[src/rtl/disp_scan_ctrl.sv]
// Four-digit multiplexed 7-segment scan controller with blanking gaps,
// double-buffered display data committed atomically at frame end.
module disp_scan_ctrl #(
   parameter int DIV   = 50000,
   parameter int BLANK = 2
) (
   input  logic        clk,
   input  logic        rst_n,
   input  logic        load,
   input  logic [15:0] data_in,
   input  logic [3:0]  point_in,
   input  logic [3:0]  en_in,
   input  logic        lzs,
   output logic [3:0]  AN,
   output logic [3:0]  Hex,
   output logic        LE,
   output logic        p,
   output logic        upd_done,
   output logic        pending
);

   typedef enum logic {ST_BLANK, ST_SHOW} state_t;

   localparam int MAXC = (DIV > BLANK) ? DIV : BLANK;
   localparam int CW   = (MAXC > 1) ? $clog2(MAXC) : 1;

   state_t          state, state_nxt;
   logic [CW-1:0]   cnt, cnt_nxt;
   logic [1:0]      dig, dig_nxt;

   logic [15:0]     stg_data, disp_data;
   logic [3:0]      stg_point, disp_point;
   logic [3:0]      stg_en, disp_en;

   logic            frame_end;
   logic            commit;
   logic [3:0]      nib;
   logic            upper_zero;

   assign frame_end = (state == ST_SHOW) && (cnt == CW'(DIV - 1)) && (dig == 2'd3);
   assign commit    = frame_end && pending;

   // NOTE: sequential state uses non-blocking assignments so every register
   // samples pre-edge values regardless of block ordering.
   always_ff @(posedge clk or negedge rst_n) begin
      if (!rst_n) begin
         state <= ST_BLANK;
         cnt   <= '0;
         dig   <= '0;
      end else begin
         state <= state_nxt;
         cnt   <= cnt_nxt;
         dig   <= dig_nxt;
      end
   end

   // NOTE: every combinational output gets a default first so no latch is inferred.
   always_comb begin
      state_nxt = state;
      cnt_nxt   = cnt + 1'b1;
      dig_nxt   = dig;
      case (state)
         ST_BLANK: begin
            if (cnt == CW'(BLANK - 1)) begin
               state_nxt = ST_SHOW;
               cnt_nxt   = '0;
            end
         end
         ST_SHOW: begin
            if (cnt == CW'(DIV - 1)) begin
               state_nxt = ST_BLANK;
               cnt_nxt   = '0;
               dig_nxt   = dig + 2'd1;
            end
         end
         default: begin
            state_nxt = ST_BLANK;
            cnt_nxt   = '0;
         end
      endcase
   end

   // Staging absorbs loads at any time; display copies only at frame end so
   // a frame never mixes old and new data.
   always_ff @(posedge clk or negedge rst_n) begin
      if (!rst_n) begin
         stg_data   <= '0;
         stg_point  <= '0;
         stg_en     <= 4'hF;
         disp_data  <= '0;
         disp_point <= '0;
         disp_en    <= 4'hF;
         pending    <= 1'b0;
         upd_done   <= 1'b0;
      end else begin
         upd_done <= commit;
         pending  <= load | (pending & ~frame_end);
         if (commit) begin
            disp_data  <= stg_data;
            disp_point <= stg_point;
            disp_en    <= stg_en;
         end
         if (load) begin
            stg_data  <= data_in;
            stg_point <= point_in;
            stg_en    <= en_in;
         end
      end
   end

   assign nib        = disp_data[{dig, 2'b00} +: 4];
   assign upper_zero = (disp_data >> {dig, 2'b00}) == 16'h0000;

   always_comb begin
      AN  = 4'hF;
      Hex = nib;
      LE  = 1'b0;
      p   = 1'b0;
      if (state == ST_SHOW) begin
         AN = ~(4'b0001 << dig);
         p  = disp_point[dig];
         LE = disp_en[dig] && !(lzs && (dig != 2'd0) && upper_zero);
      end
   end

endmodule
[config.mk]
export PLATFORM = sky130hd
export DESIGN_NAME = disp_scan_ctrl
export DESIGN_NICKNAME = d
export VERILOG_FILES = /design/src/rtl/disp_scan_ctrl.sv
export SDC_FILE = /design/constraint.sdc
export NUM_CORES = 1
export LEC_CHECK = 0
export ABC_AREA = 0
export CAP_MARGIN = 10
export CORE_MARGIN = 5
export CORE_UTILIZATION = 45
export DETAILED_ROUTE_END_ITERATION = 6
export GPL_TIMING_DRIVEN = 0
export PLACE_DENSITY = 0.67
export SLEW_MARGIN = 10
export SYNTH_ARGS = -nofsm -noshare
export SYNTH_HDL_FRONTEND = slang
export SYNTH_SLANG_ARGS = --single-unit
[constraint.sdc]
create_clock -name clk -period 2.4 [get_ports clk]
set_clock_uncertainty 0.05 [all_clocks]
set_input_delay 0.24 -clock clk [delete_from_list [all_inputs] [get_ports clk]]
set_output_delay 0.24 -clock clk [all_outputs]
set_load 0.02 [all_outputs]
==> key figures <==
Die
  – Starting Density: 46.6%
  – Ports: 40
  – Standard-cell rows: 30
  – Die H: 94.3 um
  – Die area: 0.00890 mm^2
  – CORE AREA: 0.00687 mm^2
  – DIE WIDTH: 94.3 um

Layout
  – Area Growth Syn to Fin: 25.0%
  – Share of cells above drive strength 1: 33.7%
  – Antenna cells: 0
  – Final Util: 58.3%
  – Commonest non-fill, non-tap cells in the layout: dfrtp_1, clkdlybuf4s50_1, mux2_2, nor3_1, mux2_4
  – Sequential cell area: 0.00174 mm^2
  – Fill count: 582
  – Nets@finish: 323
  – Multi-input logic area: 0.00138 mm^2
  – Commonest non-fill, non-tap cell in the layout: dfrtp_1

Yosys
  – Post-synth EDFFs: 0
  – Yosys warning count: 0
  – Post-synthesis async set-or-reset flop share: 100%
  – Synth Area per Inst: 13.7 um^2
  – Cells after Synth: 234
  – Mapped Nets: 268
  – Sequential cell area fraction in the yosys report: 54.3%
  – Prevailing post-synth register cell: dfrtp_1
  – Post-synthesis cell area: 0.00320 mm^2
  – Post-synthesis cell type count: 34
  – Register bit count reported by yosys: 69

Pwr
  – Comb pwr share: 5.2%
  – Leakage dissipation: 1.79 nW
  – Register share of total power: 51.4%
  – Final Total Pwr: 0.00239 W
  – Net Sw Power: 0.000496 W
  – Switch share: 20.7%
  – Max VDD drop: 0.362 mV
  – Clock Power Share: 43.4%
  – P per Cell Area: 598 mW/mm^2
  – P_int: 0.00190 W

Drt
  – Initial DRC Count: 36
  – TritonRoute pass-1 iters: 5
  – WL/cell: 15.8 um
  – Via count: 2049
  – Vias per cell: 5.25
  – Routed Antenna Nets: 0
  – # DRC: 0
  – Routed WL: 6170 um

Timing
  – Fmax: 428 MHz
  – Final period utilization: 97.4%
  – Final hold violations: 0
  – Fin crit period: 2.34 ns
  – # setup viols final: 0
  – Relative slew slack: 58.6%
  – Worst slew pin tran: 0.621 ns
  – Final slew viol count: 0
  – Hold slack: 0.296 ns

Worst setup path
  – CP Launch Type: flop
  – CP cell instances: buf_8, buf_4, mux4_2, and2_1, dlygate4sd2_1
  – Crit path DAT: 2.05 ns
  – Crit path max-delay cell type: mux4_2
  – Crit. End Element: primary output
  – Largest stage delay, worst path: 0.48 ns
  – Setup Crit Path Kind: reg2out
  – Worst Path Required: 2.11 ns
  – Max FO, Critical Path: 9

Clock network
  – Clk_lat worst skew: 0.34 ns
  – Htree depth: 3
  – Cts bufs inserted: 9
  – Maximum clock path buffer count: 2
  – TritonCTS sink count: 69
  – Clk slew on worst S/H paths: 0.07 ns
  – Root Buffer: clkbuf_8
  – CTS tree: yes

Placement
  – Gpl congestion: 0.794
  – PortBufs: 38
  – DP HPWL: 4430 um

Run
  – Max-cap violation count: 0

GRT
  – Gr usage total: 15.4%
  – Vias in the first global route: 2111
  – Largest net degree at the start of global routing: 45
  – First-pass GRT wire length: 10400 um
  – Initial antenna violation count: 0
  – Overflow after GRT: 0

Outcome
  – Status: finished clean

Worst hold path
  – Hold crit path type: in2async
[area by class of cell]
| class | count | share of cell area [%] |
|---|---|---|
| clock inverter | 6 | 2.16 |
| tap | 96 | 3.00 |
| buffer | 11 | 1.84 |
| inverter | 7 | 0.750 |
| multi-input combinational | 147 | 34.5 |
| sequential | 69 | 43.4 |
| timing repair buffer | 44 | 10.9 |
| clock buffer | 10 | 3.44 |
[through the flow]
step	instance area [um^2]	instances	TNS [ns]	worst slack, ns
floorplan	3200	234	0	0.347
detailed placement	3720	369	-0.416	-0.335
global placement	3700	368	-80.22	-1.25
finish	4000	390	0	0.0615
global route	4000	390	-0.0191	-0.0191
CTS	3970	386	0	0.0316
[layer usage]
layer / global-route usage [%] / part of all wire (%)
met5: 0 / 0
met4: 4.81 / 1.2
met3: 5.42 / 3.8
met2: 24.8 / 49
met1: 19.5 / 46
[kinds of logic (layout without fill, tap and decap cells)]
logic type	count (synthesis)	count (layout)	share of synthesized area, %
flip-flops	69	69	54.3
adder cells (fa/ha/maj)	6	6	2.35
AND/OR/NAND/NOR	63	63	11.5
AO/OA/AOI/OAI	8	8	1.68
XOR/XNOR	15	15	4.10
multiplexers	55	55	23.4
buffers and inverters	18	78	2.66
[power by group through the flow]
stage	Sequential (W)	Clock, W	Combinational (W)
6_report	0.00123	0.00104	0.000124
5_1_grt	0.00124	0.00111	0.000138
4_1_cts	0.00123	0.00107	0.000127
3_5_place_dp	0.00125	0	0.000126
3_3_place_gp	0.00125	0	0.000119
2_1_floorplan	0.00124	0	0.0000505
[cells in the mapped netlist (2+ instances only)]
master / n / area (um^2)
dfrtp_1: 61 / 1530
mux2_2: 29 / 327
nor3_1: 21 / 105
mux2_4: 20 / 300
xnor2_1: 11 / 96.3
nand2_1: 10 / 37.5
dfstp_2: 8 / 210
inv_1: 7 / 26.3
nand3_1: 7 / 35.0
nor4_1: 7 / 43.8
ha_1: 6 / 75.1
clkbuf_1: 5 / 18.8
mux4_2: 5 / 113
nand4_1: 5 / 31.3
xor2_1: 4 / 35.0
a211oi_1: 2 / 15.0
a21o_1: 2 / 15.0
a21oi_1: 2 / 10.0
and3_1: 2 / 12.5
buf_1: 2 / 7.51
buf_2: 2 / 10.0
buf_6: 2 / 22.5
nor2_1: 2 / 7.51
nor2b_1: 2 / 12.5
[worst paths after layout]
kind                       startpoint             to  slack, ns  depth (start not counted)
max                            dig[0]              p       0.06                          5
max in group asynchronous       rst_n     disp_en[0]       1.40                          3
min                             rst_n         cnt[5]       0.30                          2
min in group clk                 load    stg_data[1]       0.32                          2
min reg2reg                   cnt[11]        cnt[11]       0.45                          1
max reg2reg                    cnt[4]  disp_point[0]       0.16                          5
[sequential cells by signal, summed over array words and instances (netlist names)]
register and cells:
cnt 16, dig 2, disp_data 16, disp_en 4, disp_point 4, pending 1
state 1, stg_data 16, stg_en 4, stg_point 4, upd_done 1
[critical path, delay by kind of cell (launching register included)]
family,cells,cell delay [ns]
buf+inv,3,0.61
flops,1,0.42
mux,1,0.48
simple gates,1,0.19
[what timing repair did]
| action | CTS | global route |
|---|---|---|
| pin swaps | 0 | 1 |
| setup endpoints to repair | 9 | 4 |
| resized for setup | 10 | 3 |
| hold buffers | 1 | 0 |
| hold endpoints to repair | 25 | 0 |
| setup buffers | 0 | 4 |
Power figures use the tool's default switching activity.
